<file path="config.mk">
export PLATFORM = sky130hd
export DESIGN_NAME = bcd_result_decoder_flat
export DESIGN_NICKNAME = d
export VERILOG_FILES = /design/src/rtl/bcd_result_decoder_pkg.sv /design/src/rtl/bcd_result_decoder_if.sv /design/src/rtl/bcd_result_decoder_digit_fix.sv /design/src/rtl/bcd_result_decoder.sv /design/src/flat_wrapper.sv
export SDC_FILE = /design/constraint.sdc
export NUM_CORES = 1
export LEC_CHECK = 0
export CORE_ASPECT_RATIO = 0.7
export CORE_UTILIZATION = 45
export CTS_BUF_LIST = sky130_fd_sc_hd__clkbuf_4 sky130_fd_sc_hd__clkbuf_8
export DETAILED_ROUTE_END_ITERATION = 7
export GPL_TIMING_DRIVEN = 0
export HOLD_SLACK_MARGIN = 0.06
export PLACE_DENSITY_LB_ADDON = 0.2
export REMOVE_ABC_BUFFERS = 1
export SLEW_MARGIN = 10
export SYNTH_ARGS = -nofsm -noshare
export SYNTH_HDL_FRONTEND = slang
export SYNTH_SLANG_ARGS = --single-unit
</file>
<file path="constraint.sdc">
create_clock -name clk -period 3.4 [get_ports clk]
set_input_delay 1.02 -clock clk [delete_from_list [all_inputs] [get_ports clk]]
set_output_delay 1.02 -clock clk [all_outputs]
set_load 0.05 [all_outputs]
</file>
<file path="src/rtl/bcd_result_decoder_pkg.sv">
// Shared types for the signed BCD result decoder: FSM states, digit type and decode modes.
package bcd_pkg;

    typedef enum logic {S_LOAD, S_EMIT} state_e;

    typedef logic [3:0] bcd_digit_t;

    localparam bcd_digit_t BCD_NINE = 4'd9;
    localparam bcd_digit_t BCD_ZERO = 4'd0;

    typedef enum logic [1:0] {DEC_PASS, DEC_INC, DEC_RECOMP} dec_e;

endpackage

</file>
<file path="src/rtl/bcd_result_decoder_if.sv">
// Digit-serial input and output handshake bundle of the BCD result decoder.
interface bcd_result_decoder_if;
    import bcd_pkg::*;

    logic       in_valid;
    logic       in_ready;
    bcd_digit_t in_digit;
    logic       in_cout;
    logic       in_mixed;
    logic       in_sign;
    logic       out_valid;
    logic       out_ready;
    bcd_digit_t out_digit;
    logic       out_last;
    logic       out_sign;
    logic       out_ovf;

    modport master (
        output in_valid, in_digit, in_cout, in_mixed, in_sign, out_ready,
        input  in_ready, out_valid, out_digit, out_last, out_sign, out_ovf
    );

    modport slave (
        input  in_valid, in_digit, in_cout, in_mixed, in_sign, out_ready,
        output in_ready, out_valid, out_digit, out_last, out_sign, out_ovf
    );

endinterface

</file>
<file path="src/rtl/bcd_result_decoder_digit_fix.sv">
// Per-digit correction on the emit path: pass, +carry with decimal wrap, or nines complement.
module bcd_digit_fix
    import bcd_pkg::*;
(
    input  bcd_digit_t digit_i,
    input  logic       carry_i,
    input  dec_e       mode_i,
    output bcd_digit_t digit_o,
    output logic       carry_o
);

    logic [4:0] sum;

    always_comb begin
        sum     = {1'b0, digit_i} + {4'b0000, carry_i};
        digit_o = digit_i;
        carry_o = 1'b0;
        case (mode_i)
            DEC_INC: begin
                // Any sum past 9 wraps to 0 and carries, which also keeps bad input digits bounded
                if (sum > 5'd9) begin
                    digit_o = BCD_ZERO;
                    carry_o = 1'b1;
                end else begin
                    digit_o = sum[3:0];
                end
            end
            DEC_RECOMP: digit_o = BCD_NINE - digit_i;
            default:    digit_o = digit_i;
        endcase
    end

endmodule

</file>
<file path="src/rtl/bcd_result_decoder.sv">
// Buffers one NDIG-digit nines-complement sum, then emits it as sign-magnitude BCD, LSD first.
// Optional build macro BCD_RD_NEGZERO_CLR_EN: a zero magnitude forces out_sign to 0.
module bcd_result_decoder
    import bcd_pkg::*;
#(
    parameter int NDIG = 4
) (
    input logic                 clk,
    input logic                 rst_n,
    bcd_result_decoder_if.slave bus
);

    localparam int CW = (NDIG > 1) ? $clog2(NDIG) : 1;
    localparam logic [CW-1:0] CNT_LAST = CW'(NDIG - 1);

    state_e        state_q, state_d;
    logic [CW-1:0] cnt_q, cnt_d;
    bcd_digit_t    buf_q [NDIG];
    bcd_digit_t    buf_d [NDIG];
    dec_e          dec_q, dec_d;
    logic          sign_q, sign_d;
    logic          ovf_q, ovf_d;
    logic          carry_q, carry_d;
`ifdef BCD_RD_NEGZERO_CLR_EN
    logic          all9_q, all9_d;
    logic          all0_q, all0_d;
    logic          all9_now, all0_now;
`endif

    logic       emit;
    logic       cnt_last;
    bcd_digit_t fix_digit;
    logic       fix_carry;

    assign emit     = (state_q == S_EMIT);
    assign cnt_last = (cnt_q == CNT_LAST);

    bcd_digit_fix u_fix (
        .digit_i (buf_q[cnt_q]),
        .carry_i (carry_q),
        .mode_i  (dec_q),
        .digit_o (fix_digit),
        .carry_o (fix_carry)
    );

    always_comb begin
        state_d = state_q;
        cnt_d   = cnt_q;
        buf_d   = buf_q;
        dec_d   = dec_q;
        sign_d  = sign_q;
        ovf_d   = ovf_q;
        carry_d = carry_q;
`ifdef BCD_RD_NEGZERO_CLR_EN
        all9_now = (bus.in_digit == BCD_NINE) && ((cnt_q == '0) || all9_q);
        all0_now = (bus.in_digit == BCD_ZERO) && ((cnt_q == '0) || all0_q);
        all9_d   = all9_q;
        all0_d   = all0_q;
`endif
        case (state_q)
            S_LOAD: begin
                if (bus.in_valid) begin
                    buf_d[cnt_q] = bus.in_digit;
`ifdef BCD_RD_NEGZERO_CLR_EN
                    all9_d = all9_now;
                    all0_d = all0_now;
`endif
                    if (cnt_last) begin
                        state_d = S_EMIT;
                        cnt_d   = '0;
                        carry_d = 1'b1;
                        if (!bus.in_mixed) begin
                            dec_d  = DEC_PASS;
                            sign_d = bus.in_sign;
                            ovf_d  = bus.in_cout;
                        end else if (bus.in_cout) begin
                            dec_d  = DEC_INC;
                            sign_d = 1'b0;
                            ovf_d  = 1'b0;
                        end else begin
                            dec_d  = DEC_RECOMP;
                            sign_d = 1'b1;
                            ovf_d  = 1'b0;
                        end
`ifdef BCD_RD_NEGZERO_CLR_EN
                        if (!bus.in_cout && ((bus.in_mixed && all9_now) ||
                                             (!bus.in_mixed && all0_now)))
                            sign_d = 1'b0;
`endif
                    end else begin
                        cnt_d = cnt_q + CW'(1);
                    end
                end
            end
            S_EMIT: begin
                if (bus.out_ready) begin
                    carry_d = fix_carry;
                    if (cnt_last) begin
                        state_d = S_LOAD;
                        cnt_d   = '0;
                    end else begin
                        cnt_d = cnt_q + CW'(1);
                    end
                end
            end
            default: begin
                state_d = S_LOAD;
                cnt_d   = '0;
            end
        endcase
    end

    always_ff @(posedge clk or negedge rst_n) begin
        if (!rst_n) begin
            state_q <= S_LOAD;
            cnt_q   <= '0;
            for (int i = 0; i < NDIG; i++) buf_q[i] <= BCD_ZERO;
            dec_q   <= DEC_PASS;
            sign_q  <= 1'b0;
            ovf_q   <= 1'b0;
            carry_q <= 1'b0;
`ifdef BCD_RD_NEGZERO_CLR_EN
            all9_q  <= 1'b0;
            all0_q  <= 1'b0;
`endif
        end else begin
            state_q <= state_d;
            cnt_q   <= cnt_d;
            buf_q   <= buf_d;
            dec_q   <= dec_d;
            sign_q  <= sign_d;
            ovf_q   <= ovf_d;
            carry_q <= carry_d;
`ifdef BCD_RD_NEGZERO_CLR_EN
            all9_q  <= all9_d;
            all0_q  <= all0_d;
`endif
        end
    end

    // Outputs are forced to zero outside EMIT so idle and reset values are clean
    assign bus.in_ready  = !emit;
    assign bus.out_valid = emit;
    assign bus.out_digit = emit ? fix_digit : BCD_ZERO;
    assign bus.out_last  = emit && cnt_last;
    assign bus.out_sign  = emit && sign_q;
    assign bus.out_ovf   = emit && ovf_q;

endmodule

</file>
<file path="src/flat_wrapper.sv">
// flat-port wrapper written by rule: the top's interface ports become plain ports
module bcd_result_decoder_flat import bcd_pkg::*;
#(
    parameter int NDIG = 4
)
  (clk, rst_n, bus_in_valid, bus_in_digit, bus_in_cout, bus_in_mixed, bus_in_sign, bus_out_ready, bus_in_ready, bus_out_valid, bus_out_digit, bus_out_last, bus_out_sign, bus_out_ovf);
  bcd_result_decoder_if bus_i ();
  input logic clk;
  input logic rst_n;
  input wire logic [$bits(bus_i.in_valid)-1:0] bus_in_valid;
  input wire logic [$bits(bus_i.in_digit)-1:0] bus_in_digit;
  input wire logic [$bits(bus_i.in_cout)-1:0] bus_in_cout;
  input wire logic [$bits(bus_i.in_mixed)-1:0] bus_in_mixed;
  input wire logic [$bits(bus_i.in_sign)-1:0] bus_in_sign;
  input wire logic [$bits(bus_i.out_ready)-1:0] bus_out_ready;
  output wire logic [$bits(bus_i.in_ready)-1:0] bus_in_ready;
  output wire logic [$bits(bus_i.out_valid)-1:0] bus_out_valid;
  output wire logic [$bits(bus_i.out_digit)-1:0] bus_out_digit;
  output wire logic [$bits(bus_i.out_last)-1:0] bus_out_last;
  output wire logic [$bits(bus_i.out_sign)-1:0] bus_out_sign;
  output wire logic [$bits(bus_i.out_ovf)-1:0] bus_out_ovf;
  assign bus_i.in_valid = bus_in_valid;
  assign bus_i.in_digit = bus_in_digit;
  assign bus_i.in_cout = bus_in_cout;
  assign bus_i.in_mixed = bus_in_mixed;
  assign bus_i.in_sign = bus_in_sign;
  assign bus_i.out_ready = bus_out_ready;
  assign bus_in_ready = bus_i.in_ready;
  assign bus_out_valid = bus_i.out_valid;
  assign bus_out_digit = bus_i.out_digit;
  assign bus_out_last = bus_i.out_last;
  assign bus_out_sign = bus_i.out_sign;
  assign bus_out_ovf = bus_i.out_ovf;
  bcd_result_decoder #(.NDIG(NDIG)) u_core (.clk(clk), .rst_n(rst_n), .bus(bus_i));
endmodule
</file>
# After elaboration in Yosys (flattened, before gate mapping)
# Index checks and enable logic that the tools add are counted.
[word_totals]
regBits = 24
out_inout_bits = 9
[classes]
add_sub_neg = 3
n_lt_le_gt_ge = 3
eq_ne = 6
n_mux = 29
bitwise_logic = 2
reduce_logical = 9
[op_table]
columns = ["cell", "count"]
rows = [
  ["$mux W4", 5],
  ["$bwmux W16", 1],
  ["$mux W1", 12],
  ["$mux W2", 5],
  ["$bmux W4 S2", 1],
  ["$demux W4 S2", 1],
  ["$pmux W4 S2", 1],
  ["$reduce_and A3 Y1", 2],
  ["$add A4 B1 Y5", 1],
  ["$gt A5 B4 Y1 const B", 1],
  ["$eq A2 B2 Y1 const B", 2],
  ["$logic_and A1 B1 Y1", 4],
  ["$ne A2 B2 Y1 const B", 2],
  ["$pmux W1 S2", 2],
  ["$pmux W2 S2", 1],
  ["$reduce_and A2 Y1", 2],
  ["$sub A4 B4 Y4 const A", 1],
  ["$ge A3 B3 Y1 const B", 1],
  ["$lt A3 B1 Y1 const B", 1],
  ["$not A2 Y3", 1],
  ["$add A2 B1 Y2 const B", 1],
  ["$eq A2 B1 Y1 const B", 1],
  ["$ne A2 B1 Y1 const B", 1],
  ["$logic_not A1 Y1", 1],
  ["$not A1 Y1", 1],
]

# Logic depth before layout (Yosys ltp)
[depth]
ltp_word = 10
mapped_depth = 8

# By module
# A second synthesis with hierarchy kept.
[hier_totals]
hier_cells = 125
area_unflattened_um2 = 1418.9
[by_module_without_submodules]
columns = ["module", "instances", "cells_each", "area_per_inst_um2", "seq_area_each_um2"]
rows = [
  ["bcd_result_decoder", 1, 88, 1153.6, 600.6],
  ["bcd_digit_fix", 1, 37, 265.3, 0.0],
]

# Worst setup path before layout
# Ideal clock, no wire load.
[synth_path]
path_kind = "flip-flop to output port"
start = "reg u_core.cnt_q[0]"
end = "out bus_out_digit[0]"
arrival_time_ps = 2947
required_ps = 2380
slack_ps = -567
stages_incl_launch_ff = 9
n_path_buf = 1
path_cell_list = "dfrtp_1 -> buf_6 -> mux4_1 -> ha_1 -> ha_1 -> or2_2 -> a2bb2oi_1 -> o211a_1 -> o22ai_1"
[synth_between]
elab_chain_len = 9
word_cells_on_any_way = 10
[synth_rtl]
columns = ["item", "line_no", "source"]
rows = [
  ["from (decl)", "bcd_result_decoder.sv:17", "logic [CW-1:0] cnt_q, cnt_d;"],
  ["from (signal assigned)", "bcd_result_decoder.sv:128", "cnt_q <= cnt_d;"],
  ["$not A2 Y3 (implied by the code) *", "bcd_result_decoder.sv:39", ".digit_i (buf_q[cnt_q]),"],
  ["$bmux W4 S2 *", "bcd_result_decoder.sv:39", ""],
  ["$mux W4 (implied by the code) * (2 in series)", "bcd_result_decoder.sv:39", ""],
  ["$add A4 B1 Y5", "bcd_result_decoder_digit_fix.sv:15", "sum = {1'b0, digit_i} + {4'b0000, carry_i};"],
  ["$gt A5 B4 Y1", "bcd_result_decoder_digit_fix.sv:21", "if (sum > 5'd9) begin"],
  ["$mux W4", "bcd_result_decoder_digit_fix.sv:21", ""],
  ["$pmux W4 S2 *", "bcd_result_decoder_digit_fix.sv:18", "case (mode_i)"],
  ["$mux W4 *", "bcd_result_decoder.sv:144", "assign bus.out_digit = emit ? fix_digit : BCD_ZERO;"],
  ["to (decl)", "flat_wrapper.sv:18", "output wire logic [$bits(bus_i.out_digit)-1:0] bus_out_digit;"],
]
# Mark *: on every way between the ends. The rest lies on a longest branch, timed or not. The select of a mux whose other input is x is not followed.

# Final worst setup path
[layout_path]
start = "reg u_core.cnt_q[0]"
end = "out bus_out_digit[1]"
# The elaborated chain is that of the path after synthesis.

==> flow_metrics.tcl <==
set metrics [dict create \
    tightest_slew_ns 1.09 \
    post_drt_wl_per_cell_um 16.6 \
    violations "setup timing" \
    grtUsageTotal_pct 19.9 \
    hold_path_end "u_core.ovf_q$_DFFE_PN0P_" \
    ant_nets 0 \
    slew_headroom_pct 27.4 \
    initial_core_util_pct 49.2 \
    holdWs_ns 0.484 \
    critical_path_arrival_ns 2.56 \
    critPathLaunchType "flop" \
    hp-start "u_core.ovf_q$_DFFE_PN0P_" \
    r2r_cells 8 \
    fin_ws_ns -0.179 \
    timing.fmax_mhz 279 \
    cts_sinks 24 \
    netlist_instances 129 \
    fp.dieH_um 49.3 \
    cp_num_cells 8 \
    ys_async_sr_fraction_pct 100 \
    synth.area.top_cells "dfrtp_1 42%, mux2_2 13%, ha_1 8.7%, mux4_1 5.5%, nand2_1 4.4%" \
    dr.pass1.iters 4 \
    rsz0062_at_grt "true" \
    n_antenna_cell 0 \
    holdPathStages 2 \
    clk_pin_slew_worst_paths_ns 0.08 \
    row_count 16 \
    synth_top_area_share_pct 41.8 \
    crit_type "flop to output port" \
    critPathMaxStageDelay_ns 0.58 \
    cp.required_ns 2.38 \
    num-nets-final 178 \
    dieArea_um2 3430 \
    hold_viol 0 \
    grt_pass1_wl_um 5350 \
    mappedNetlistArea_um2 1440 \
    hold_buffers 0 \
    core_um2 2920 \
    die_w_um 69.6 \
    cp-end-kind "output port" \
    antenna_found_initial 0 \
    status "finished with violations" \
    skew_ns 0.00430 \
    clkLatencyLatePin_ns 0.26 \
    clock_path_buffers 2 \
    crit_top_cell "ha_4" \
    cap_violations 0 \
    yosys_warnings 0 \
    gp_congestion 0.754 \
    synth_enable_flop_cells 0 \
    cp_slowest_cell "mux4_2" \
    drt_iter0_drc 39 \
    drive_gt1_share_pct 34.0 \
    ys_types 36 \
    worstReg2RegEnd "u_core.carry_q$_DFFE_PN0P_" \
    cts_tree "yes" \
    yosys_most_used_dff "dfrtp_1" \
    htreeDepth 1 \
    worstPathMaxFanout 5 \
    viasPerCell 5.64 \
    critPathTopFamily "multiplexers" \
    maxSlewViolCount 0 \
    root_buffer "clkbuf_8" \
    crit_chain "mux4_2, ha_4, ha_4, or2_4, a2bb2oi_2, o211a_1, o22ai_2, buf_6" \
    fin_tns_setup_ns -0.619 \
    synth_largest_area_cell "dfrtp_1" \
    post-route-period-util_pct 105 \
    layout_min_cycle_time_ns 3.58 \
    vias 1083 \
    r2r_slack_ns 0.96 \
    hold_path_class "flop to flop" \
    numCtsBuffers 3 \
    path_buf_inv 1 \
    port_buffers 19 \
    first_global_vias 1105 \
    ioPinCount 20 \
    seq_area_frac_synth_pct 41.8 \
    ys_ff_latch 24 \
    synthToLayoutAreaGrowth_pct 30.1 \
    dp_cells 179 \
    setup-violations-final 4 \
    totalWireLength_um 3190 \
    finalNonFillerCells 192 \
    reg2reg_from "u_core.cnt_q[0]$_DFFE_PN0P_" \
    syn_avg_cell_area_um2 11.1 \
    drcViolationCount 0 \
    grt-ovfl-total 0 \
    grt_max_degree 25 \
    hpwl_um 2230 \
]
[sequential cells by signal, summed over array words and instances (netlist names)]
name	count
u_core.buf_q	16
u_core.bus.out_valid	1
u_core.carry_q	1
u_core.cnt_q	2
u_core.dec_q	2
u_core.ovf_q	1
u_core.sign_q	1
[metal layers]
layer | wire [µm] | vias to the layer above | GRT usage, %
met5 | 0 | - | 0
met4 | 23 | 0 | 4.76
met3 | 73 | 4 | 3.31
met2 | 1540 | 12 | 32.8
met1 | 1550 | 550 | 27.6
li1 | - | 517 | -
[through the flow]
step           setup WS, ns  util, %  area, µm²
5_1_grt              -0.259     64.0       1870
6_report             -0.179     64.0       1870
4_1_cts              -0.191     61.9       1810
2_1_floorplan        -0.613        -       1410
3_3_place_gp         -0.994     56.3       1650
3_5_place_dp          -1.03     56.3       1650
[synthesized netlist by cell type, drive strengths merged, types with 2 or more instances]
cell type and instances:
a21oi 5, dfrtp 24, ha 10, a41o 2, nand3 3, o21ai 5
buf 2, clkbuf 3, and2 3, o22ai 2, mux4 4, inv 9
mux2i 2, nand2 17, mux2 17, nor2b 3
[timing repair]
item                                    4_1_cts  5_1_grt
pin swaps                                     6        7
setup buffers                                 8        2
endpoints found under the setup margin        4        4
gates cloned                                  0        0
resized for setup                            39       11
[kinds of logic after synthesis]
| kind of cell | Yosys count | share of synthesized area [%] |
|---|---|---|
| AOI/OAI and AO/OA | 24 | 11.6 |
| xor gates and xnor gates | 1 | 0.609 |
| adders and majority gates | 10 | 8.70 |
| buffers and inverters | 14 | 4.26 |
| DFF | 24 | 41.8 |
| muxes | 23 | 21.8 |
| and+or+nand+nor | 33 | 11.3 |
[final cells by class]
type / instances / area (µm²)
well taps: 36 / 45.0
multi-input cells: 91 / 868
flip-flops and latches: 24 / 602
fillers: 227 / 1050
inverters: 9 / 33.8
repair buffers: 28 / 267
clock buffers: 4 / 55.1
[worst max path at each step]
stage,start,end,slack (ns)
after floorplan,u_core.cnt_q[0]$_DFFE_PN0P_,bus_out_digit[0],-0.61
final,u_core.cnt_q[0]$_DFFE_PN0P_,bus_out_digit[1],-0.18
after detailed placement,u_core.cnt_q[0]$_DFFE_PN0P_,bus_out_digit[0],-1.03
after CTS,u_core.cnt_q[0]$_DFFE_PN0P_,bus_out_digit[0],-0.19
after global routing,u_core.cnt_q[0]$_DFFE_PN0P_,bus_out_digit[0],-0.26
after global placement,u_core.cnt_q[0]$_DFFE_PN0P_,bus_out_digit[0],-0.99
[cell usage in the layout (no fill, tap or decap), types with 2 or more instances in the layout]
cell / netlist / final
a21oi_1: 5 / 5
a41o_1: 2 / 2
and2_1: 3 / 3
buf_4: 0 / 8
buf_6: 1 / 5
clkbuf_8: 0 / 4
clkdlybuf4s50_1: 0 / 15
dfrtp_1: 24 / 23
ha_1: 10 / 7
ha_4: 0 / 2
inv_1: 9 / 9
mux2_2: 17 / 17
mux2i_1: 2 / 2
mux4_2: 1 / 4
nand2_1: 17 / 16
nand3_1: 3 / 3
nor2b_1: 3 / 3
o21ai_0: 5 / 5
o22ai_2: 0 / 2
[worst min-delay path, cell delays in order (launching register included)]
cell and delay (ns):
dfrtp_1 0.34, nand2_1 0.06, o31ai_1 0.06
Power is not shown: default switching activity piles up to over one toggle a cycle in this logic, so the estimate is an artifact.
